## config.mk

```make
export PLATFORM = sky130hd
export DESIGN_NAME = sram_b_arbiter_flat
export DESIGN_NICKNAME = d
export VERILOG_FILES = /design/src/rtl/npu_sram_pkg.sv /design/src/rtl/sram_b_arbiter_if.sv /design/src/rtl/sram_rr_arb2.sv /design/src/rtl/sram_b_arbiter.sv /design/src/flat_wrapper.sv
export SDC_FILE = /design/constraint.sdc
export NUM_CORES = 1
export LEC_CHECK = 0
export ABC_CLOCK_PERIOD_IN_PS = 4300
export CAP_MARGIN = 20
export CORE_MARGIN = 5
export CORE_UTILIZATION = 35
export DETAILED_ROUTE_END_ITERATION = 10
export GPL_ROUTABILITY_DRIVEN = 0
export PLACE_DENSITY = 0.78
export SYNTH_ARGS = -nofsm -noshare
export SYNTH_HDL_FRONTEND = slang
export SYNTH_SLANG_ARGS = --single-unit
```

## constraint.sdc

```tcl
create_clock -name clk -period 4.3 [get_ports clk]
set_input_delay 0.86 -clock clk [delete_from_list [all_inputs] [get_ports clk]]
set_output_delay 0.86 -clock clk [all_outputs]
set_load 0.05 [all_outputs]
```

## src/rtl/npu_sram_pkg.sv

```systemverilog
// Shared types and constants for the NPU weight SRAM (sram_B) path.
// Used by the sram_B arbiter, its interface and its grant logic.
package npu_sram_pkg;

  localparam int SRAM_ADDR_W  = 10;
  localparam int SRAM_DATA_W  = 8;

  localparam int PORT_LOADER  = 0;
  localparam int PORT_COMPUTE = 1;

  typedef enum logic {
    OWN0 = 1'b0,
    OWN1 = 1'b1
  } owner_e;

  typedef struct packed {
    logic                   we;
    logic [SRAM_ADDR_W-1:0] addr;
    logic [SRAM_DATA_W-1:0] wdata;
  } sram_req_t;

endpackage

```

## src/rtl/sram_b_arbiter_if.sv

```systemverilog
// Two-port requester bundle for the sram_B arbiter.
// master = requesters, slave = arbiter.
interface sram_b_arbiter_if
  import npu_sram_pkg::*;
#(
  parameter int ADDR_W = SRAM_ADDR_W,
  parameter int DATA_W = SRAM_DATA_W
) ();

  logic [1:0]          req_valid;
  logic [1:0]          req_ready;
  logic [1:0]          req_we;
  logic [2*ADDR_W-1:0] req_addr;
  logic [2*DATA_W-1:0] req_wdata;
  logic [1:0]          rsp_valid;
  logic [DATA_W-1:0]   rsp_rdata;

  modport master (
    output req_valid, req_we, req_addr, req_wdata,
    input  req_ready, rsp_valid, rsp_rdata
  );

  modport slave (
    input  req_valid, req_we, req_addr, req_wdata,
    output req_ready, rsp_valid, rsp_rdata
  );

endinterface

```

## src/rtl/sram_rr_arb2.sv

```systemverilog
// Two-way round-robin grant with a bounded burst streak.
// Grant is combinational from valid and the owner/streak state.
module sram_rr_arb2
  import npu_sram_pkg::*;
#(
  parameter int MAX_BURST = 4
) (
  input  logic       clk,
  input  logic       rst,
  input  logic [1:0] valid,
  output logic [1:0] gnt,
  output logic       idx
);

  localparam logic [3:0] MAXB = 4'(MAX_BURST);

  owner_e     owner, owner_n, pick;
  logic [3:0] streak, streak_n;

  // owner and streak register
  always_ff @(posedge clk) begin
    if (rst) begin
      owner  <= OWN0;
      streak <= '0;
    end else begin
      owner  <= owner_n;
      streak <= streak_n;
    end
  end

  // pick a port, then advance the streak
  always_comb begin
    pick     = owner;
    owner_n  = owner;
    streak_n = streak;
    gnt      = 2'b00;
    unique case (1'b1)
      (valid == 2'b01): pick = OWN0;
      (valid == 2'b10): pick = OWN1;
      (valid == 2'b11 && streak >= MAXB):
        pick = (owner == OWN0) ? OWN1 : OWN0;
      default: pick = owner;
    endcase
    if (valid == 2'b00) begin
      streak_n = '0;
    end else begin
      gnt     = (pick == OWN1) ? 2'b10 : 2'b01;
      owner_n = pick;
      if (pick != owner)
        streak_n = 4'd1;
      else if (streak < MAXB)
        streak_n = streak + 4'd1;
    end
  end

  assign idx = (pick == OWN1);

endmodule

```

## src/rtl/sram_b_arbiter.sv

```systemverilog
// sram_B sharing between loader (port 0) and compute (port 1).
// Fire -> registered SRAM issue -> response strobe two cycles later.
module sram_b_arbiter
  import npu_sram_pkg::*;
#(
  parameter int ADDR_W    = SRAM_ADDR_W,
  parameter int DATA_W    = SRAM_DATA_W,
  parameter int MAX_BURST = 4
) (
  input  logic              clk,
  input  logic              rst,
  sram_b_arbiter_if.slave   bus,
  output logic              mem_ce,
  output logic              mem_we,
  output logic [ADDR_W-1:0] mem_addr,
  output logic [DATA_W-1:0] mem_din,
  input  logic [DATA_W-1:0] mem_dout,
  output logic              busy
);

  logic [1:0] gnt;
  logic       idx;
  logic       fire;
  logic       iss_tag;
  logic       rsp_tag;
  logic       rsp_pend;
  sram_req_t  req0, req1, sel;

  assign req0 = '{
    we:    bus.req_we[PORT_LOADER],
    addr:  bus.req_addr[PORT_LOADER*ADDR_W +: ADDR_W],
    wdata: bus.req_wdata[PORT_LOADER*DATA_W +: DATA_W]
  };
  assign req1 = '{
    we:    bus.req_we[PORT_COMPUTE],
    addr:  bus.req_addr[PORT_COMPUTE*ADDR_W +: ADDR_W],
    wdata: bus.req_wdata[PORT_COMPUTE*DATA_W +: DATA_W]
  };

  sram_rr_arb2 #(
    .MAX_BURST(MAX_BURST)
  ) u_arb (
    .clk   (clk),
    .rst   (rst),
    .valid (bus.req_valid),
    .gnt   (gnt),
    .idx   (idx)
  );

  assign sel           = idx ? req1 : req0;
  assign fire          = |gnt;
  assign bus.req_ready = gnt;

  // issue stage: drive the SRAM from the granted request
  always_ff @(posedge clk) begin
    if (rst) begin
      mem_ce   <= 1'b0;
      mem_we   <= 1'b0;
      mem_addr <= '0;
      mem_din  <= '0;
      iss_tag  <= 1'b0;
    end else begin
      mem_ce <= fire;
      mem_we <= fire & sel.we;
      if (fire) begin
        mem_addr <= sel.addr;
        mem_din  <= sel.wdata;
        iss_tag  <= idx;
      end
    end
  end

  // response stage: SRAM dout is valid the cycle after issue
  always_ff @(posedge clk) begin
    if (rst) begin
      rsp_pend <= 1'b0;
      rsp_tag  <= 1'b0;
    end else begin
      rsp_pend <= mem_ce;
      rsp_tag  <= iss_tag;
    end
  end

  assign bus.rsp_valid = {rsp_pend & rsp_tag, rsp_pend & ~rsp_tag};
  assign bus.rsp_rdata = mem_dout;
  assign busy          = mem_ce | rsp_pend;

endmodule

```

## src/flat_wrapper.sv

```systemverilog
// flat-port wrapper written by rule: the top's interface ports become plain ports
module sram_b_arbiter_flat import npu_sram_pkg::*;
#(
  parameter int ADDR_W    = SRAM_ADDR_W,
  parameter int DATA_W    = SRAM_DATA_W,
  parameter int MAX_BURST = 4
)
  (clk, rst, mem_ce, mem_we, mem_addr, mem_din, mem_dout, busy, bus_req_valid, bus_req_we, bus_req_addr, bus_req_wdata, bus_req_ready, bus_rsp_valid, bus_rsp_rdata);
  sram_b_arbiter_if #(.ADDR_W(ADDR_W), .DATA_W(DATA_W)) bus_i ();
  input  logic clk;
  input  logic rst;
  output logic mem_ce;
  output logic mem_we;
  output logic [ADDR_W-1:0] mem_addr;
  output logic [DATA_W-1:0] mem_din;
  input  logic [DATA_W-1:0] mem_dout;
  output logic busy;
  input wire logic [$bits(bus_i.req_valid)-1:0] bus_req_valid;
  input wire logic [$bits(bus_i.req_we)-1:0] bus_req_we;
  input wire logic [$bits(bus_i.req_addr)-1:0] bus_req_addr;
  input wire logic [$bits(bus_i.req_wdata)-1:0] bus_req_wdata;
  output wire logic [$bits(bus_i.req_ready)-1:0] bus_req_ready;
  output wire logic [$bits(bus_i.rsp_valid)-1:0] bus_rsp_valid;
  output wire logic [$bits(bus_i.rsp_rdata)-1:0] bus_rsp_rdata;
  assign bus_i.req_valid = bus_req_valid;
  assign bus_i.req_we = bus_req_we;
  assign bus_i.req_addr = bus_req_addr;
  assign bus_i.req_wdata = bus_req_wdata;
  assign bus_req_ready = bus_i.req_ready;
  assign bus_rsp_valid = bus_i.rsp_valid;
  assign bus_rsp_rdata = bus_i.rsp_rdata;
  sram_b_arbiter #(.ADDR_W(ADDR_W), .DATA_W(DATA_W), .MAX_BURST(MAX_BURST)) u_core (.clk(clk), .rst(rst), .bus(bus_i), .mem_ce(mem_ce), .mem_we(mem_we), .mem_addr(mem_addr), .mem_din(mem_din), .mem_dout(mem_dout), .busy(busy));
endmodule
```

==> results of run 1 <==
[sequential cells by signal (all words and copies together), names as in the netlist]
name                 count
u_core.mem_addr         10
u_core.mem_we            1
u_core.rsp_pend          1
u_core.rsp_tag           1
u_core.iss_tag           1
u_core.u_arb.streak      4
u_core.u_arb.owner       1
u_core.mem_din           8
u_core.mem_ce            1
[per-stage QoR]
stage | utilization (%) | std cells | total power [mW] | setup slack [ns] | hold slack (ns)
3_5_place_dp | 52.2 | 220 | 0.481 | 0.631 | 0.466
4_1_cts | 53.7 | 224 | 0.646 | 0.637 | 0.479
2_1_floorplan | - | 120 | 0.423 | 1.49 | 0.439
3_3_place_gp | 52.2 | 220 | 0.477 | 0.683 | 0.449
6_report | 53.7 | 224 | 0.638 | 0.631 | 0.475
5_1_grt | 53.7 | 224 | 0.666 | 0.584 | 0.494
[cell usage in the layout, fill, tap and decap left out, drive strengths merged]
| master | n |
|---|---|
| or2 | 2 |
| mux2 | 1 |
| nor2b | 3 |
| o211a | 1 |
| a311oi | 1 |
| ha | 1 |
| nand3b | 1 |
| buf | 1 |
| nor2 | 5 |
| nor3b | 1 |
| dfxtp | 28 |
| a32o | 1 |
| o21ai | 3 |
| or4b | 1 |
| clkdlybuf4s50 | 66 |
| mux2i | 1 |
| nand2 | 3 |
| clkbuf | 4 |
| a211o | 1 |
| and2 | 19 |
| inv | 3 |
| a31oi | 1 |
| o21ba | 1 |
| a21oi | 3 |
| a221o | 18 |
| o2111a | 1 |
| or3 | 1 |
| o311a | 1 |
| nor3 | 3 |
[logic make-up after synthesis]
group	Yosys count	synth area share, %
buf+inv	18	11.0
simple gates	39	18.3
mux	2	1.66
compound gates	32	24.4
fa+ha+maj	1	0.974
flops	28	43.6
[area by class of cell]
cell class / count / area (sq um) / area share, %
sequential: 28 / 561 / 28.9
multi-input combinational: 74 / 583 / 30.1
inverter: 3 / 11.3 / 0.581
tap: 48 / 60.1 / 3.10
timing repair buffer: 67 / 668 / 34.5
clock buffer: 4 / 55.1 / 2.84
[routing by layer]
metal / track usage, % / wire [um] / vias up
met2: 23.9 / 1660 / 52
met5: 0 / 0 / -
met1: 16.6 / 1460 / 536
met3: 4.55 / 345 / 8
met4: 6.68 / 50 / 0
li1: - / - / 548
[power groups by stage]
stage / sequential [mW] / clock, mW / combinational [mW]
final: 0.289 / 0.163 / 0.186
after global routing: 0.291 / 0.179 / 0.196
after CTS: 0.289 / 0.169 / 0.188
after detailed placement: 0.294 / 0 / 0.187
after global placement: 0.293 / 0 / 0.183
after floorplan: 0.346 / 0 / 0.0767
[worst min-delay path by stage]
stage                                       from                endpoint  depth (start not counted)
after floorplan           u_core.u_arb.streak[1]  u_core.u_arb.streak[1]                          2
after global placement    u_core.u_arb.streak[1]  u_core.u_arb.streak[1]                          2
after detailed placement          u_core.iss_tag          u_core.rsp_tag                          1
after CTS                         u_core.iss_tag          u_core.rsp_tag                          1
after global routing              u_core.iss_tag          u_core.rsp_tag                          1
final                             u_core.iss_tag          u_core.rsp_tag                          1
==> metrics.yaml, run 1 <==
overflow: 0
syn-num-nets: 171
die_area_sq_um: 4980
cp.required_ns: 3.44
cp-start-kind: "input pin"
setup_violations: 0
antenna_found_initial: 0
ys_ff_latch: 28
rr_worst_depth: 3
yosysTopAreaCellShare_pct: 43.6
max_slew_margin_pct: 40.9
postCtsSetupBuffers: 0
final_cell_area_sq_um: 1940
power_frac_comb_pct: 29.2
core_area_sq_um: 3610
leakage_nw: 0.742
synth_cell_types: 32
max_stage_delay_ns: 0.69
endpoint: "bus_req_ready[1]"
initial_core_util_pct: 35.6
cts_buffers: 3
min_period_over_period_pct: 85.3
power.internal_uw: 446
diodes: 0
syn_inst: 120
switchingPower_uw: 191
worst_skew_pair.late_latency_ns: 0.27
hold_viol: 0
cp_slowest_cell: "clkdlybuf4s50_1"
worstPathCellList: "clkdlybuf4s50_1 -> or4b_4 -> o211a_1 -> clkdlybuf4s50_1"
max_clock_freq_mhz: 273
end_kind: "output pin"
htree_levels: 1
drt-pass1-iter-count: 2
synthFlopType: "dfxtp_1"
drtAntennaViolNets: 0
regToRegSetupSlack_ns: 2.33
die_x_um: 70.6
placed_area_sq_um: 1880
grt_pass1_wl_um: 5870
grt_max_degree: 20
grtUsageTotal_pct: 14.3
first_iter_violations: 37
final_nets: 228
tightestPinTransition_ns: 0.886
holdBufCountCts: 0
worstPathMaxFanout: 8
period_minus_slack_ns: 3.67
cts_tree: "yes"
hold_class: "flip-flop to flip-flop"
setup-tns-final_ns: 0
synth_warnings: 0
power_density_nw_per_um2: 329
synthArstFlopShare_pct: 0
cts.path.max_buffers: 2
grt_pass1_vias: 1225
rsz0062_at_grt: "no"
vias: 1144
dp_hpwl_um: 2570
drv_cap: 0
rows: 22
power_frac_clock_pct: 25.5
cts_resized: 0
io_pins: 83
outcome: "completed"
clk_pin_slew_worst_paths_ns: 0.09
crit_start: "bus_req_valid[0]"
fillers: 336
syn_avg_cell_area_sq_um: 10.7
drive_above_1_share_pct: 11.9
fin_worst_skew_ns: 0.00402
wl_per_cell_um: 15.7
critPathBufInv: 2
synth_edf_count: 0
yosysSeqAreaShare_pct: 43.6
reg2reg_to: "u_core.mem_din[3]"
die_y_um: 70.6
drt_wl_total_um: 3520
synthTopCellsByArea: "dfxtp_1 44%, and2_1 9.3%, a221o_2 7.9%"
crit_cells: 4
p_sw_share_pct: 30.0
synth_common_cells: "28 x dfxtp_1, 19 x and2_1, 9 x a221o_1, 9 x a221o_2, 8 x buf_4"
synthesis.area_sq_um: 1280
cp_top_family: "buffers and inverters"
syn2layout_area_growth_pct: 50.8
crit_top_cell: "clkdlybuf4s50_1"
remaining_drc_errors: 0
timing.final.max_slew_violations: 0
critPathKind: "input pin to output pin"
synth.most_common_cell: "dfxtp_1"
root_buffer: "clkbuf_8"
post_drt_via_cell_ratio: 5.11
r2r-start: "u_core.u_arb.streak[3]"
synth_top_cell_by_area: "dfxtp_1"
portBuffers: 66
arrival_ns: 2.81
pwr-share-seq_pct: 45.3
peakVddDrop_mv: 0.123
clock_sinks: 28
No activity file was read; power rests on OpenSTA's default activity.
==> run 2: changes to the inputs <==
--- a/config.mk
+++ b/config.mk
@@ -11,7 +11,8 @@
 export CORE_UTILIZATION = 35
 export DETAILED_ROUTE_END_ITERATION = 10
 export GPL_ROUTABILITY_DRIVEN = 0
-export PLACE_DENSITY = 0.78
+export PLACE_DENSITY = 0.82
+export SLEW_MARGIN = 10
 export SYNTH_ARGS = -nofsm -noshare
 export SYNTH_HDL_FRONTEND = slang
 export SYNTH_SLANG_ARGS = --single-unit
==> run 2 against run 1 <==
Against the previous run: count of clock-buffer cells in the layout stayed put; cell area stayed put; sequential share of layout area stayed put; highest routed layer is now met3; first-iteration DRC count is 27% higher; register-to-register slack better by 0.02 ns; sequential cell count stayed put; fmax is 0.60% higher; via count is 3.2% lower; clock power is 4% lower; die area stayed put; global-route usage is 1.1 points lower; routed wire length is 5.7% lower.
==> metrics.yaml, run 2 (synthesis results as in run 1) <==
outcome: "completed"
mostFrequentLayoutCell: "clkdlybuf4s50_1"
hp-start: "u_core.u_arb.streak[1]"
switchingPower_uw: 184  # -3.8%
max_stage_delay_ns: 0.69  # about the same
cp.required_ns: 3.44  # about the same
worst_skew_pair.late_latency_ns: 0.26  # about the same
cp_slowest_cell: "clkdlybuf4s50_1"
clock_sinks: 28  # unchanged
rsz0062_at_grt: "no"
die_area_sq_um: 4980  # unchanged
power.total_uw: 630  # -1.2%
cts_tree: "yes"
peakVddDrop_mv: 0.146  # +19%
grt_pass1_wl_um: 5410  # -7.8%
core_area_sq_um: 3610  # unchanged
grt_max_degree: 20  # unchanged
cts_buffers: 3  # unchanged
pwr-share-seq_pct: 45.8  # +0.5 points
grtUsageTotal_pct: 13.1  # -1.1 points
diodes: 0  # unchanged
remaining_drc_errors: 0  # unchanged
setup-tns-final_ns: 0  # unchanged
holdBufCountCts: 0  # unchanged
power_frac_clock_pct: 24.8  # -0.7 points
initial_core_util_pct: 35.6  # unchanged
htree_levels: 1  # unchanged
period_minus_slack_ns: 3.65  # -0.0219 ns
overflow: 0  # unchanged
largest_register_ffs: 10  # unchanged
crit_start: "bus_req_valid[0]"
regMostFlops: "u_core.mem_addr"
power.internal_uw: 446  # about the same
drv_cap: 0  # unchanged
die_y_um: 70.6  # unchanged
post_drt_via_cell_ratio: 4.94  # -3.2%
wl_per_cell_um: 14.8  # -5.7%
tightestPinTransition_ns: 0.859  # -0.0272 ns
drt_wl_total_um: 3320  # -5.7%
die_x_um: 70.6  # unchanged
cts.path.max_buffers: 2  # unchanged
postCtsSetupBuffers: 0  # unchanged
leakage_nw: 0.742  # unchanged
drtAntennaViolNets: 0  # unchanged
hold_class: "flip-flop to flip-flop"
antenna_found_initial: 0  # unchanged
fillers: 321  # -4.5%
final_cell_mix: "66 x clkdlybuf4s50_1, 28 x dfxtp_1, 19 x and2_1"
final_nets: 228  # unchanged
first_iter_violations: 47  # +27%
power_frac_comb_pct: 29.4  # +0.2 points
syn2layout_area_growth_pct: 50.8  # unchanged
cp_top_family: "buffers and inverters"
max_clock_freq_mhz: 274  # +0.60%
critPathBufInv: 2  # unchanged
max_slew_margin_pct: 42.7  # +1.8 points
power_density_nw_per_um2: 325  # -1.2%
timing.final.max_slew_violations: 0  # unchanged
cp-start-kind: "input pin"
hold_viol: 0  # unchanged
rows: 22  # unchanged
r2r-start: "u_core.u_arb.streak[3]"
arrival_ns: 2.79  # -0.02 ns
crit_top_cell: "clkdlybuf4s50_1"
worstPathMaxFanout: 8  # unchanged
vias: 1107  # -3.2%
fin_worst_skew_ns: 0.00287  # -0.00115 ns
drt-pass1-iter-count: 4  # +2
clk_pin_slew_worst_paths_ns: 0.09  # about the same
critPathKind: "input pin to output pin"
drive_above_1_share_pct: 11.9  # unchanged
utilization_pct: 53.7  # unchanged
top_regs: "u_core.mem_addr x10, u_core.mem_din x8, u_core.u_arb.streak x4"
cts_resized: 0  # unchanged
portBuffers: 66  # unchanged
stdcell_count: 224  # unchanged
dp_cells: 220  # unchanged
setup_violations: 0  # unchanged
root_buffer: "clkbuf_8"
min_period_over_period_pct: 84.8  # -0.51 points
worstPathCellList: "clkdlybuf4s50_1 -> or4b_4 -> o211a_1 -> clkdlybuf4s50_1"
io_pins: 83  # unchanged
end_kind: "output pin"
p_sw_share_pct: 29.2  # -0.78 points
grt_pass1_vias: 1133  # -7.5%
dp_hpwl_um: 2550  # -0.69%
run 2: cell counts in the layout (fill, tap and decap cells not counted):
Identical to the previous run, type by type.
run 2: path summary, 6_finish.rpt:
check | endpoint | cells past startpoint | slack (ns)
worst max-delay path | bus_req_ready[1] | 4 | 0.65
worst min-delay path | u_core.u_arb.streak[1] | 2 | 0.47
worst max register to register | u_core.mem_din[4] | 3 | 2.35
worst min register to register | u_core.u_arb.streak[1] | 2 | 0.47
run 2: power groups by stage:
stage | sequential, mW | combinational [mW] | clock (mW)
after detailed placement | 0.294 | 0.186 | 0
final | 0.289 | 0.185 | 0.156
after global routing | 0.291 | 0.195 | 0.173
after floorplan | 0.346 | 0.0767 | 0
after CTS | 0.289 | 0.187 | 0.161
after global placement | 0.293 | 0.183 | 0
run 2: stage by stage:
stage	hold WS, ns	setup slack (ns)	instance area, sq um
after floorplan	0.439	1.49	1280
after global placement	0.445	0.669	1880
after detailed placement	0.460	0.652	1880
after CTS	0.473	0.650	1940
after global routing	0.484	0.565	1940
final	0.470	0.653	1940
run 2: worst reg2reg max path: stages (launching register included):
cell and delay (ns):
dfxtp_1 0.38, or3_4 0.43, a311oi_4 0.79, a221o_1 0.29
run 2: routing by layer:
metal,vias up,share of wire [%],global-route usage [%]
li1,547,-,-
met1,510,44,16.1
met4,0,0,3.34
met3,0,9.4,4.83
met2,50,47,21.9
met5,-,0,0
run 2: cell type report:
class                   count  area, sq um  area share [%]
clock buffers               4         55.1            2.84
inverters                   3         11.3           0.581
multi-input cells          74          583            30.1
flip-flops and latches     28          561            28.9
well taps                  48         60.1            3.10
repair buffers             67          668            34.5
==> run 3: changes to the inputs <==
--- a/config.mk
+++ b/config.mk
@@ -5,13 +5,13 @@
 export SDC_FILE = /design/constraint.sdc
 export NUM_CORES = 1
 export LEC_CHECK = 0
-export ABC_CLOCK_PERIOD_IN_PS = 4300
+export ABC_CLOCK_PERIOD_IN_PS = 3200
 export CAP_MARGIN = 20
 export CORE_MARGIN = 5
-export CORE_UTILIZATION = 35
+export CORE_UTILIZATION = 32
 export DETAILED_ROUTE_END_ITERATION = 10
 export GPL_ROUTABILITY_DRIVEN = 0
-export PLACE_DENSITY = 0.82
+export PLACE_DENSITY = 0.79
 export SLEW_MARGIN = 10
 export SYNTH_ARGS = -nofsm -noshare
 export SYNTH_HDL_FRONTEND = slang
==> constraint.sdc (replaced) <==
create_clock -name clk -period 3.2 [get_ports clk]
set_input_delay 0.64 -clock clk [delete_from_list [all_inputs] [get_ports clk]]
set_output_delay 0.64 -clock clk [all_outputs]
set_load 0.05 [all_outputs]
==> run 3 against run 2 <==
Against the previous run: register-to-register slack worse by 1.1 ns; critical path depth is the same; die area increased by 8.0%; power increased by 35%; via count down 1.4%; cell area rose by 0.52%; non-clock buffer count is the same; worst setup slack got worse by 0.18 ns; final cell count grew 0.89%; clock skew fell by 0.0010 ns.
==> metrics.yaml, run 3 (synthesis results as in run 1) <==
outcome: "completed"
hold_class: "flip-flop to flip-flop"
cp_slowest_cell: "clkdlybuf4s50_1"
fillers: 369  # +15%
period_minus_slack_ns: 2.72
hold_viol: 0  # unchanged
die_x_um: 73.4  # +3.9%
wl_per_cell_um: 13.6  # -8.1%
timing.final.max_slew_violations: 0  # unchanged
cts_tree: "yes"
cp.required_ns: 2.56  # -0.88 ns
final_cell_mix: "64 x clkdlybuf4s50_1, 28 x dfxtp_1, 19 x and2_1"
mostFrequentLayoutCell: "clkdlybuf4s50_1"
diodes: 0  # unchanged
holdBufCountCts: 0  # unchanged
worst_skew_pair.late_latency_ns: 0.27  # about the same
htree_levels: 1  # unchanged
tightestPinTransition_ns: 0.843  # -0.0155 ns
drtAntennaViolNets: 0  # unchanged
io_pins: 83  # unchanged
top_regs: "u_core.mem_addr x10, u_core.mem_din x8, u_core.u_arb.streak x4"
arrival_ns: 2.08  # -0.71 ns
max_clock_freq_mhz: 367
drive_above_1_share_pct: 13.1  # +1.1 points
dp_hpwl_um: 2300  # -9.9%
end_kind: "output pin"
peakVddDrop_mv: 0.173  # +18%
first_iter_violations: 29  # -38%
remaining_drc_errors: 0  # unchanged
cp-start-kind: "input pin"
initial_core_util_pct: 32.6  # -3.0 points
portBuffers: 66  # unchanged
worstPathCellList: "clkdlybuf4s50_1 -> or4b_4 -> o211a_1 -> buf_4"
die_area_sq_um: 5380  # +8.0%
regMostFlops: "u_core.mem_addr"
grtUsageTotal_pct: 11.0  # -2.1 points
stdcell_count: 226  # +0.89%
post_drt_via_cell_ratio: 4.83  # -2.2%
critPathKind: "input pin to output pin"
setup_violations: 0  # unchanged
drv_cap: 0  # unchanged
die_y_um: 73.4  # +3.9%
syn2layout_area_growth_pct: 51.6
grt_max_degree: 20  # unchanged
final_nets: 228  # unchanged
max_slew_margin_pct: 43.8  # +1.0 points
vias: 1092  # -1.4%
fin_worst_skew_ns: 0.00186  # -0.00100 ns
utilization_pct: 49.4  # -4.3 points
largest_register_ffs: 10  # unchanged
core_area_sq_um: 3940  # +9.3%
rows: 23  # +4.5%
rsz0062_at_grt: "no"
clk_pin_slew_worst_paths_ns: 0.09  # about the same
cts.path.max_buffers: 2  # unchanged
grt_pass1_vias: 1025  # -9.5%
grt_pass1_wl_um: 4620  # -15%
dp_cells: 222  # +0.91%
clock_sinks: 28  # unchanged
antenna_found_initial: 0  # unchanged
power_density_nw_per_um2: 438  # +35%
drt-pass1-iter-count: 4  # unchanged
min_period_over_period_pct: 85.1
root_buffer: "clkbuf_8"
overflow: 0  # unchanged
setup-tns-final_ns: 0  # unchanged
max_stage_delay_ns: 0.61  # -0.08 ns
cts_resized: 0  # unchanged
postCtsSetupBuffers: 0  # unchanged
hold_ws_ns: 0.468  # -0.00247 ns
worstPathMaxFanout: 8  # unchanged
drt_wl_total_um: 3080  # -7.3%
leakage_nw: 0.749  # +0.91%
cts_buffers: 3  # unchanged
[run 3: worst paths after layout]
check	from	endpoint	slack, ns	depth (start not counted)
worst min-delay path	u_core.u_arb.streak[1]	u_core.u_arb.streak[1]	0.47	2
worst min register to register	u_core.u_arb.streak[1]	u_core.u_arb.streak[1]	0.47	2
worst max register to register	u_core.u_arb.streak[3]	u_core.mem_addr[2]	1.27	3
worst max-delay path	bus_req_valid[0]	bus_req_ready[1]	0.48	4
[run 3: final cells by class]
cell class	count	area (sq um)	share of cell area [%]
multi-input combinational	74	583	29.9
clock buffer	4	55.1	2.83
sequential	28	561	28.8
tap	50	62.6	3.21
inverter	3	11.3	0.578
timing repair buffer	67	676	34.7
[run 3: where the power goes]
part / total (mW) / switching, mW / leakage, nW / internal, mW
Clock: 0.216 / 0.106 / 0.0288 / 0.110
Sequential: 0.388 / 0.0134 / 0.232 / 0.374
Combinational: 0.249 / 0.132 / 0.488 / 0.117
[run 3: stage by stage]
stage / cell area, sq um / power, mW / setup WS (ns)
after floorplan: 1280 / 0.568 / 0.835
after global placement: 1890 / 0.644 / 0.512
after detailed placement: 1890 / 0.647 / 0.474
after CTS: 1950 / 0.862 / 0.465
after global routing: 1950 / 0.890 / 0.422
final: 1950 / 0.853 / 0.477
[run 3: metal layers]
metal  part of all wire, %  GRT usage [%]  wire length (um)
met5                     0              0                 0
met4                  0.81           3.42                25
met3                    12           4.24               366
met2                    43           17.0              1310
met1                    45           14.2              1370
[run 3: critical path, delay by kind of cell]
kind	cells	cell delay [ns]
buffers and inverters	2	0.80
AO/OA/AOI/OAI	1	0.14
AND/OR/NAND/NOR	1	0.50
==> edit 1, RTL diff (settings of run 1) <==
Set the package constant `SRAM_DATA_W` to 7 (it was 8).
--- a/src/rtl/npu_sram_pkg.sv
+++ b/src/rtl/npu_sram_pkg.sv
@@ -4,5 +4,5 @@
 
   localparam int SRAM_ADDR_W  = 10;
-  localparam int SRAM_DATA_W  = 8;
+  localparam int SRAM_DATA_W  = 7;
 
   localparam int PORT_LOADER  = 0;
Interface: changed (resized bus_req_wdata, bus_rsp_rdata, mem_din and mem_dout); port bits go from 83 to 78. No check against the original RTL was run, so the function may have changed too.
==> edit 1 against run 1 <==
  * Clock skew about the same
  * Area after synthesis fell by 3.8%
  * Fmax decreased by 0.49%
  * Design area fell by 3.4%
  * Sequential share of layout area is essentially flat
  * Worst hold slack better by 2.1 ps
  * Setup slack got worse by 18 ps
  * Synthesized cell count fell by 4.2%
  * Non-clock buffer count decreased by 2
  * Die area shrank 3.3%
  * Sequential cell count down 1
  * Total power is 11% lower
  * Wire length grew 1.6%
  * Critical path type unchanged
  * Critical endpoint unchanged
==> edit 1: results (changes against run 1) <==
* Length of the first detailed-routing pass in iterations: 4 (+2)
* Sequential cell area fraction in the yosys report: 0.4372 (+0.001025)
* Peak ir drop on the vdd network: 0.0001266 V (+2.7%)
- The met2 demand-to-capacity share in global routing came to 0.2500 (+0.01091).
- After synthesis, the most frequently instantiated cells are sky130_fd_sc_hd__dfxtp_1 (27), sky130_fd_sc_hd__and2_1 (18), sky130_fd_sc_hd__a221o_1 (10), sky130_fd_sc_hd__buf_4 (9), sky130_fd_sc_hd__a221o_2 (7).
* Setup Slack @ Placement: 643.0 ps (+12.45 ps)
- Post-route non-filler standard cell count: 217 (-3.1%)
- Met3 demand-to-capacity share in global routing: 0.05362 (+0.008169)
* Post-Syn Instances: 115 (-4.2%)
- The final worst clock skew came to 3.595 ps (-0.4257 ps).
- Post-placement cell area: 1834 um^2 (-2.6%)
- The clock insertion delay at the later pin of the skew report came to 310 ps (+40 ps).
- The largest registers in the layout are u_core.mem_addr (10), u_core.mem_din (7), u_core.u_arb.streak (4).
- The maximum single-stage delay on the critical path was 860 ps (+170 ps).
* Leading post-synthesis cells by cell area: sky130_fd_sc_hd__dfxtp_1 (44%), sky130_fd_sc_hd__and2_1 (9.1%), sky130_fd_sc_hd__a221o_1 (8.1%), sky130_fd_sc_hd__a221o_2 (6.4%), sky130_fd_sc_hd__buf_4 (5.5%)
- The smallest hold slack was 477.0 ps (+2.078 ps).
- Wire length of the first global-routing pass: 5982 um (+2.0%)
- The detailed placer's ending HPWL was 2806 um (+9.2%).
- Total via count in the routed design: 1102 (-3.7%)
* Worst path top cell family by delay: buffers and inverters
* Status: completed
- The number of cells on the worst reg-to-reg path came to 3 (unchanged).
- The number of warnings printed during yosys synthesis was 0 (unchanged).
- Clock Root Buffer: sky130_fd_sc_hd__clkbuf_4
* FF-to-FF setup slack: ~2300 ps
* Internal power: 0.3882 mW (-13%)
- The placed cell count came to 212 (-3.6%).
* Reg-to-Reg End: u_core.mem_addr[0]
- The total clock buffers created by CTS is 3 (unchanged).
- The total routed wirelength came to 3575 um (+1.6%).
- CTS Buffer Depth: 2 (unchanged)
* Final clock period utilization by the worst path: 0.8574 (+0.004170)
* Number of buffers inserted by port buffering: 63 (-4.5%)
* Pin count of the biggest net entering global routing: 19 (-5.0%)
- The count of instances resized after the clock tree is built is 0 (unchanged).
* Max-Slew Margin vs Limit: 0.4130 (+0.003742)
- Clock slew seen by the registers of the worst setup and hold paths: 130 ps (+40 ps)
- The post-synthesis net count was 163 (-4.7%).
- The share of layout cells above drive strength 1 is 0.1228 (+0.003489).
- Global routing met1 resource utilization: 0.1777 (+0.01158)
- The critical-path maximum fanout was 9 (+1).
* Worst endpoint data arrival time: 2830 ps (+20 ps)
- Launching instance or port of the critical path: bus_req_valid[1]
- The leakage component of the power was 0.7035 nW (-5.2%).
* Drt initial violations: 56 (+51%)
* All-layer global routing usage: 0.1523 (+0.009461)
[edit 1: power by group through the flow]
| stage | clock (mW) | sequential [mW] | combinational, mW |
|---|---|---|---|
| global placement | 0 | 0.283 | 0.178 |
| global route | 0.125 | 0.281 | 0.190 |
| floorplan | 0 | 0.333 | 0.0721 |
| finish | 0.106 | 0.279 | 0.182 |
| CTS | 0.113 | 0.279 | 0.182 |
| detailed placement | 0 | 0.284 | 0.181 |
[edit 1: cell families after synthesis]
family / after synthesis / synth area share
buf+inv: 17 / 0.09109
mux: 2 / 0.01721
fa+ha+maj: 1 / 0.01012
simple gates: 36 / 0.1852
flops: 27 / 0.4372
compound gates: 32 / 0.2591
[edit 1: worst min path at each step]
stage | from | end | cells after the start
after floorplan | u_core.u_arb.streak[1] | u_core.u_arb.streak[1] | 2
after global placement | u_core.u_arb.streak[1] | u_core.u_arb.streak[1] | 2
after detailed placement | u_core.u_arb.streak[1] | u_core.u_arb.streak[1] | 2
after CTS | u_core.u_arb.streak[1] | u_core.u_arb.streak[1] | 2
after global routing | u_core.u_arb.streak[1] | u_core.u_arb.streak[1] | 2
final | u_core.u_arb.streak[1] | u_core.u_arb.streak[1] | 2
[edit 1: cell type report]
type,count,area [um^2]
Clock buffer,4,26.28
Fill cell,290,1518
Tap cell,46,57.56
Sequential cell,27,540.5
Inverter,4,15.01
Timing Repair Buffer,65,649.4
Multi-Input combinational cell,71,583.1
[edit 1: layer usage]
| layer | routed length [um] | share of wire |
|---|---|---|
| met5 | 0 | 0 |
| met4 | 78 | 0.022 |
| met3 | 323 | 0.090 |
| met2 | 1687 | 0.47 |
| met1 | 1486 | 0.42 |
==> edit 2, RTL diff (flow settings as in run 1) <==
Made on the original files. Make the reset (`rst`) asynchronous in 3 clocked blocks.
--- a/src/rtl/sram_rr_arb2.sv
+++ b/src/rtl/sram_rr_arb2.sv
@@ -19,5 +19,5 @@
 
   // owner and streak register
-  always_ff @(posedge clk) begin
+  always_ff @(posedge clk or posedge rst) begin
     if (rst) begin
       owner  <= OWN0;
--- a/src/rtl/sram_b_arbiter.sv
+++ b/src/rtl/sram_b_arbiter.sv
@@ -53,5 +53,5 @@
 
   // issue stage: drive the SRAM from the granted request
-  always_ff @(posedge clk) begin
+  always_ff @(posedge clk or posedge rst) begin
     if (rst) begin
       mem_ce   <= 1'b0;
@@ -72,5 +72,5 @@
 
   // response stage: SRAM dout is valid the cycle after issue
-  always_ff @(posedge clk) begin
+  always_ff @(posedge clk or posedge rst) begin
     if (rst) begin
       rsp_pend <= 1'b0;
Check against the original RTL: differs if rst is asserted again (counterexample within 4 cycles, from zero or initial values and one cycle with rst high); with rst held inactive, the same outputs for 10 cycles.
==> edit 2 against run 1 <==
  * Wire length grew 8.6%
  * Setup slack better by 91 ps
  * Sequential share of layout area rose by 4.7 points
  * Final cell count increased by 0.45%
  * Critical path type unchanged
  * Count of clock-buffer cells in the layout is 1 lower
  * Highest routed layer unchanged
  * Largest cell class is now flip-flops and latches
  * Area after synthesis increased by 9.3%
  * Register-to-register slack improved by 180 ps
  * Design area is 7.7% higher
  * Sequential cell count stayed put
Power is not compared: it rests on default switching activity, and its combinational part moved more than twofold at a synthesized area within 25%.
==> edit 2: results (changes against run 1) <==
- The maximum root-to-sink buffer count was 2 (unchanged).
* Post-route non-filler standard cell count: 225 (+0.45%)
- Wire length of the first global-routing pass: 5740 um (-2.1%)
* N_diodes: 0 (unchanged)
- The total clock buffers created by CTS came to 3 (unchanged).
- The remaining antenna violation count after routing came to 0 (unchanged).
* Final HPWL DP: 2834 um (+10%)
* Pin count of the biggest net entering global routing: 29 (+45%)
- Share of async-settable or async-resettable flops after synthesis: 1.000 (+1.000)
* Drt initial violations: 61 (+65%)
- The number of global-route vias before repair was 1173 (-4.2%).
- The number of H-tree branching levels is 1 (unchanged).
- Sequential cell area fraction in the yosys report: 0.4991 (+0.06289)
- Length of the first detailed-routing pass in iterations: 4 (+2)
* Peak ir drop on the vdd network: 0.0002038 V
* Post-placement cell area: 1988 um^2 (+5.6%)
* Element type at the critical path start: input pin
- Vias/cell: 5.142 (+0.69%)
- Leading cell types by count after synthesis: sky130_fd_sc_hd__dfrtp_1 (28), sky130_fd_sc_hd__and2_1 (20), sky130_fd_sc_hd__a221o_1 (18), sky130_fd_sc_hd__buf_4 (8), sky130_fd_sc_hd__nor2_1 (7)
* Dominant register cell in the synthesized netlist: sky130_fd_sc_hd__dfrtp_1
* Global routing met1 resource utilization: 0.1654 (-0.0007160)
- The data arrival time at the worst-slack endpoint is 2720 ps (-90 ps).
* Max-Slew Margin vs Limit: 0.3129 (-0.09636)
* Global-route met2 utilization: 0.2403 (+0.001233)
* Met3 demand-to-capacity share in global routing: 0.02462 (-0.02083)
* Number of cells after detailed placement: 220 (unchanged)
- Number of library cell types mapped by synthesis: 33 (+3.1%)
- The run finished with clean final reports.
- The buffer count from post-CTS setup fixing came to 0 (unchanged).
* Leading post-synthesis cells by cell area: sky130_fd_sc_hd__dfrtp_1 (50%), sky130_fd_sc_hd__a221o_1 (13%), sky130_fd_sc_hd__and2_1 (8.9%), sky130_fd_sc_hd__buf_6 (4.8%), sky130_fd_sc_hd__buf_4 (4.3%)
* Path category of the worst min-delay check: reg2reg
- Setup Slack @ Placement: 722.2 ps (+91.73 ps)
* Post-route clock skew: 4.752 ps (+0.7312 ps)
- The share of layout cells above drive strength 1 is 0.07429 (-0.04503).
* Post-Syn Nets: 171 (unchanged)
* Aggregate routed wire length: 3818 um (+8.6%)
- The overall routing resource usage came to 0.1356 (-0.007288).
* Worst-path maximum fanout: 20 (+12)
- In the final layout, the registers with the most flip-flops are u_core.mem_addr (10), u_core.mem_din (8), u_core.u_arb.streak (4).
* Synth warnings: 0 (unchanged)
## edit 2: worst max-delay path, stage by stage
cell                              delay, ps
sky130_fd_sc_hd__clkdlybuf4s50_1        640
sky130_fd_sc_hd__o211ai_1               190
sky130_fd_sc_hd__o311a_1                700
sky130_fd_sc_hd__buf_4                  330
## edit 2: worst paths after layout
check | startpoint | endpoint | slack (ps) | cells past startpoint
max in group asynchronous | rst | u_core.mem_addr[8] | 3140 | 3
min in group asynchronous | rst | u_core.mem_din[4] | 790 | 2
max reg2reg | u_core.u_arb.owner | u_core.mem_din[0] | 2510 | 3
min reg2reg | u_core.iss_tag | u_core.rsp_tag | 400 | 0
max | bus_req_valid[0] | bus_req_ready[1] | 720 | 4
min | u_core.iss_tag | u_core.rsp_tag | 400 | 0
## edit 2: cell families after synthesis
group	count (synthesis)	synth area share
muxes	1	0.007130
DFF	28	0.4991
buffers and inverters	21	0.1114
AOI/OAI and AO/OA	31	0.2077
adders and majority gates	1	0.008911
and+or+nand+nor	38	0.1658
## edit 2: area by class of cell
type / instances / area, um^2
clock buffers: 3 / 41.29
inverters: 4 / 15.01
multi-input cells: 71 / 546.8
well taps: 50 / 62.56
repair buffers: 68 / 690.7
clock inverters: 1 / 30.03
flip-flops and latches: 28 / 700.7
fillers: 341 / 1856
## edit 2: where the power goes
group	internal [mW]	switching, mW	total, mW
logic	0.174	0.247	0.421
clock network	0.125	0.0789	0.203
registers	0.316	0.0420	0.358
## edit 2: per-layer routing
layer  up-vias  wire length, um
met5         -                0
met4         0               57
met3         8              254
met2        43             2002
met1       568             1503
li1        538                -
